## config.mk

```make
export PLATFORM = sky130hd
export DESIGN_NAME = pipe_adder_arbiter
export DESIGN_NICKNAME = d
export VERILOG_FILES = /design/src/rtl/pipe_adder_pkg.sv /design/src/rtl/pipe_adder_arbiter_rr_arbiter.sv /design/src/rtl/pipe_adder_arbiter.sv
export SDC_FILE = /design/constraint.sdc
export NUM_CORES = 1
export LEC_CHECK = 0
export CORE_ASPECT_RATIO = 1.75
export CORE_MARGIN = 2
export CORE_UTILIZATION = 29
export DETAILED_ROUTE_END_ITERATION = 10
export PLACE_DENSITY_LB_ADDON = 0.1
export SLEW_MARGIN = 20
export SYNTH_ARGS = -nofsm -noshare
export SYNTH_HDL_FRONTEND = slang
export SYNTH_SLANG_ARGS = --single-unit
```

## constraint.sdc

```tcl
create_clock -name Clk -period 2.4 [get_ports Clk]
set_input_delay 0.48 -clock Clk [delete_from_list [all_inputs] [get_ports Clk]]
set_output_delay 0.48 -clock Clk [all_outputs]
set_load 0.05 [all_outputs]
```

## src/rtl/pipe_adder_pkg.sv

```systemverilog
// Shared constants, FSM encoding and tag sizing for the pipelined-adder arbiter.
package pipe_adder_pkg;

   localparam int ADD_LAT   = 4;
   localparam int ADD_WIDTH = 8;

   typedef enum logic [1:0] {
      ST_RUN   = 2'd0,
      ST_DRAIN = 2'd1,
      ST_IDLE  = 2'd2
   } state_t;

   // A tag is {valid, requester id}.
   function automatic int tag_width(input int nreq);
      return 1 + $clog2(nreq);
   endfunction

endpackage

```

## src/rtl/pipe_adder_arbiter_rr_arbiter.sv

```systemverilog
// Requester arbiter: round-robin from i_ptr when ARB_ROUND_ROBIN_EN is defined,
// otherwise fixed priority with index 0 highest (no pointer port).
module rr_arbiter
   import pipe_adder_pkg::*;
#(
   parameter int NREQ = 4,
   parameter int IDW  = $clog2(NREQ)
) (
   input  logic [NREQ-1:0] i_req,
`ifdef ARB_ROUND_ROBIN_EN
   input  logic [IDW-1:0]  i_ptr,
`endif
   output logic [NREQ-1:0] o_gnt,
   output logic [IDW-1:0]  o_gnt_idx,
   output logic            o_gnt_any
);

   logic [IDW-1:0] w_j;

   always_comb begin
      o_gnt     = '0;
      o_gnt_idx = '0;
      o_gnt_any = 1'b0;
      w_j       = '0;
      for (int k = 0; k < NREQ; k++) begin
`ifdef ARB_ROUND_ROBIN_EN
         w_j = IDW'((int'(i_ptr) + k) % NREQ);
`else
         w_j = IDW'(k);
`endif
         if (!o_gnt_any && i_req[w_j]) begin
            o_gnt_any  = 1'b1;
            o_gnt[w_j] = 1'b1;
            o_gnt_idx  = w_j;
         end
      end
   end

endmodule

```

## src/rtl/pipe_adder_arbiter.sv

```systemverilog
// Shares one LAT-stage pipelined adder among NREQ requesters and routes each result
// back via a tag pipeline. Arbitration mode selected by ARB_ROUND_ROBIN_EN.
//
// state    | meaning
// ST_RUN   | grants allowed, results retire
// ST_DRAIN | no grants, waiting for in-flight results to retire
// ST_IDLE  | no grants, pipeline empty
module pipe_adder_arbiter
   import pipe_adder_pkg::*;
#(
   parameter int NREQ  = 4,
   parameter int WIDTH = ADD_WIDTH,
   parameter int LAT   = ADD_LAT
) (
   input  logic                  Clk,
   input  logic                  Rst,
   input  logic [NREQ-1:0]       req_valid,
   input  logic [NREQ*WIDTH-1:0] req_x,
   input  logic [NREQ*WIDTH-1:0] req_y,
   input  logic [NREQ-1:0]       req_cin,
   output logic [NREQ-1:0]       req_ready,
   output logic [WIDTH-1:0]      add_x,
   output logic [WIDTH-1:0]      add_y,
   output logic                  add_cin,
   input  logic [WIDTH-1:0]      add_sum,
   input  logic                  add_cout,
   output logic [NREQ-1:0]       rsp_valid,
   output logic [WIDTH-1:0]      rsp_sum,
   output logic                  rsp_cout,
   input  logic                  drain,
   output logic                  idle,
   output logic [2:0]            inflight
);

   localparam int IDW  = $clog2(NREQ);
   localparam int TAGW = tag_width(NREQ);

   state_t          r_state;
   state_t          w_state_nxt;
   logic [TAGW-1:0] r_tag [LAT];
   logic [2:0]      r_inflight;
   logic [2:0]      w_inflight_nxt;
   logic            w_grant_en;
   logic [NREQ-1:0] w_req;
   logic [NREQ-1:0] w_gnt;
   logic [IDW-1:0]  w_gnt_idx;
   logic            w_gnt_any;

   // Reset also blocks grants so nothing enters the pipeline while it is being cleared.
   assign w_grant_en = (r_state == ST_RUN) && !drain && !Rst;
   assign w_req      = req_valid & {NREQ{w_grant_en}};

`ifdef ARB_ROUND_ROBIN_EN
   logic [IDW-1:0] r_rr_ptr;

   always_ff @(posedge Clk) begin
      if (Rst)
         r_rr_ptr <= '0;
      else if (w_gnt_any)
         r_rr_ptr <= (w_gnt_idx == IDW'(NREQ - 1)) ? '0 : w_gnt_idx + 1'b1;
   end
`endif

   rr_arbiter #(.NREQ(NREQ), .IDW(IDW)) u_arb (
      .i_req     (w_req),
`ifdef ARB_ROUND_ROBIN_EN
      .i_ptr     (r_rr_ptr),
`endif
      .o_gnt     (w_gnt),
      .o_gnt_idx (w_gnt_idx),
      .o_gnt_any (w_gnt_any)
   );

   assign req_ready = w_gnt;

   always_comb begin
      add_x   = '0;
      add_y   = '0;
      add_cin = 1'b0;
      for (int i = 0; i < NREQ; i++) begin
         add_x   = add_x | (req_x[i*WIDTH +: WIDTH] & {WIDTH{w_gnt[i]}});
         add_y   = add_y | (req_y[i*WIDTH +: WIDTH] & {WIDTH{w_gnt[i]}});
         add_cin = add_cin | (req_cin[i] & w_gnt[i]);
      end
   end

   // Popcount of the tag valids as they will be after this edge.
   always_comb begin
      w_inflight_nxt = 3'(w_gnt_any);
      for (int k = 0; k < LAT - 1; k++)
         w_inflight_nxt = w_inflight_nxt + 3'(r_tag[k][TAGW-1]);
   end

   always_ff @(posedge Clk) begin
      if (Rst) begin
         for (int k = 0; k < LAT; k++)
            r_tag[k] <= '0;
         r_inflight <= '0;
      end else begin
         r_tag[0] <= {w_gnt_any, w_gnt_idx};
         for (int k = 1; k < LAT; k++)
            r_tag[k] <= r_tag[k-1];
         r_inflight <= w_inflight_nxt;
      end
   end

   always_comb begin
      rsp_valid = '0;
      for (int i = 0; i < NREQ; i++)
         rsp_valid[i] = r_tag[LAT-1][TAGW-1] && (r_tag[LAT-1][IDW-1:0] == IDW'(i));
   end

   assign rsp_sum  = add_sum;
   assign rsp_cout = add_cout;
   assign idle     = (r_state == ST_IDLE);
   assign inflight = r_inflight;

   always_ff @(posedge Clk) begin
      if (Rst)
         r_state <= ST_RUN;
      else
         r_state <= w_state_nxt;
   end

   always_comb begin
      w_state_nxt = r_state;
      case (r_state)
         ST_RUN:   if (drain) w_state_nxt = ST_DRAIN;
         ST_DRAIN: begin
            if (!drain)
               w_state_nxt = ST_RUN;
            else if (r_inflight == 3'd0 && !w_gnt_any)
               w_state_nxt = ST_IDLE;
         end
         ST_IDLE:  if (!drain) w_state_nxt = ST_RUN;
         default:  w_state_nxt = ST_RUN;
      endcase
   end

endmodule
```

==> impl_metrics.ini <==
[placement]
gp_congestion = 0.766
place_inst = 280
pre_cts_ws_ps = -301
portBuffers = 103
dp_hpwl_um = 3870

[layout]
num-nets-final = 334
fin_cells = 294
area_growth_syn_to_layout_pct = 142
layout_common_cells = clkdlybuf4s50_1, buf_12, o21ai_0
fin_util_pct = 72.5
final_common_cell = clkdlybuf4s50_1
n_antenna_cell = 0
drive_above_1_share_pct = 31.7

[grt]
antenna_found_initial = 0
grt_pass1_vias = 1780
grt_start_max_net_pins = 21
grt-ovfl-total = 0
grt_pass1_wl_um = 8540
grtUsageTotal_pct = 25.2

[synthesis]
synth-simple-area-share_pct = 18.1
synth-edff-count = 0
netlist_top_cells_area = dfxtp_1, a221oi_1, o2bb2ai_1
synth.cell_area_sq_um = 1160
synth-compound-area-share_pct = 35.6
synth_largest_area_cell = dfxtp_1
yosys_register_bits = 17
muxShareOfSynthArea_pct = 0
syn_nets = 223
synth-xor-area-share_pct = 0
synthAdderAreaFrac_pct = 3.89
synth_top_area_share_pct = 29.4
synthCells = 136
synth_cell_types = 25
synth_top_family_by_area = compound AO/OA/AOI/OAI gates
syn_area_per_cell_sq_um = 8.52
yosys_warnings = 0
ys_seq_area_share_pct = 29.4
async_flop_share_pct = 0
synth_flop_cell = dfxtp_1

[clock_tree]
cts_tree = done
cts_inserted_buffers = 3
htreeDepth = 1
cts_buffer_depth = 2
numClockSinks = 17
path_clk_slew_ps = 60
clk_latency_ps = 250
cts-root-buf = clkbuf_8

[outcome]
status = complete, no violations

[sta]
fin_setup_tns_ps = 0
tightestPinTransition_ps = 498
final_hold_viol_count = 0
rsz0062_at_grt = true
slew_headroom_pct = 66.7
setup_viol = 0
fmax_mhz = 421
setup_ws_ps = 24.6
min_period_over_period_pct = 99.0
fin_skew_ps = 0.636
finalCriticalPeriod_ps = 2380
drv_slew = 0

[power]
p_total_w = 0.000933
power.leakage_nw = 1.11
ir_drop_mv = 0.269
power_density_nw_per_um2 = 333

[setup_path]
critPathCaptureType = primary output
slowest_delay_ps = 590
worstSetupStartpointType = flip-flop
crit_arrival_ps = 1900
critical_path_class = flip-flop to primary output
required_ps = 1920
reg2reg_slack_ps = 470
cp_common_cell = buf_12
slowest_stage = or4_4
crit_path_cell_trace = or4_4 -> nor2_8 -> buf_12 -> buf_12 -> o2bb2ai_4 -> buf_12
crit_fanout = 7

[die]
ioPinCount = 122
fp.dieW_um = 51.8
coreArea_sq_um = 3870
initial_core_util_pct = 30.0
fp.dieArea_sq_um = 4540
num_rows = 30
die_y_um = 87.6

[drt]
wl_per_cell_um = 18.4
drc = 0
wl_met1_um = 1660
wl_um = 5420
wl_met3_um = 528
met2_length_um = 3050
maxUsedRoutingLayer = met4
drtPass1Iterations = 4
detail-route-antenna-nets = 0
drtIter0Drc = 22
vias_per_cell = 5.43
vias = 1596

[flow_run]
maxCapViolCount = 0

[worst_hold_path]
hp-class = flip-flop to flip-flop
power breakdown:
| group | switching [W] | internal, W | total [W] |
|---|---|---|---|
| combinational | 0.000198 | 0.000232 | 0.000431 |
| clock | 0.0000922 | 0.000115 | 0.000207 |
| sequential | 0.00000453 | 0.000291 | 0.000296 |
final timing paths:
path         cells past startpoint          end   startpoint
min                              1  r_tag[2][1]  r_tag[1][1]
min reg2reg                      1  r_tag[2][1]  r_tag[1][1]
max                              6     add_x[7]   r_state[0]
max reg2reg                      6  inflight[1]   r_state[0]
logic make-up after synthesis:
kind of cell / count (synthesis)
and+or+nand+nor: 33
buffers and inverters: 27
adders and majority gates: 3
AOI/OAI and AO/OA: 56
DFF: 17
layer usage:
metal	vias to the layer above	GRT usage (%)
met1	749	23.0
met2	101	48.3
met3	18	8.19
met4	0	11.7
li1	728	-
met5	-	0
cell usage after synthesis, types with 2 or more instances:
| cell | instances |
|---|---|
| a21oi_1 | 4 |
| a221oi_1 | 17 |
| buf_4 | 10 |
| clkbuf_1 | 9 |
| dfxtp_1 | 17 |
| ha_1 | 2 |
| inv_1 | 7 |
| nand2_1 | 3 |
| nor2_1 | 10 |
| nor2b_1 | 11 |
| o21ai_0 | 16 |
| o2bb2ai_1 | 17 |
through the flow:
stage	instance area (sq um)	hold WS, ps
2_1_floorplan	1230	414
3_3_place_gp	2540	420
3_5_place_dp	2540	438
4_1_cts	2780	454
5_1_grt	2800	472
6_report	2800	449
worst max-delay path, delay by kind of cell, from the launching register on:
family,cells,cell delay [ps]
flip-flops,1,350
buffers and inverters,3,430
AO/OA/AOI/OAI,1,130
AND/OR/NAND/NOR,2,740
state kept, by name (all words and copies together) (netlist names):
register  count
r_state       2
inflight      3
r_tag        12
final cells by class:
class | count | area [sq um]
fillers | 279 | 1060
clock buffers | 3 | 41.3
well taps | 48 | 60.1
flip-flops and latches | 17 | 345
clock inverters | 1 | 5.00
multi-input cells | 92 | 860
repair buffers | 126 | 1470
inverters | 7 | 26.3
what timing repair did:
action,4_1_cts,5_1_grt
pin swaps,4,5
hold buffers,0,0
gates resized for setup,37,12
gates cloned,2,0
buffers inserted,5,3
setup endpoints to repair,21,16
Note: power is estimated with default switching activity, not from simulation.
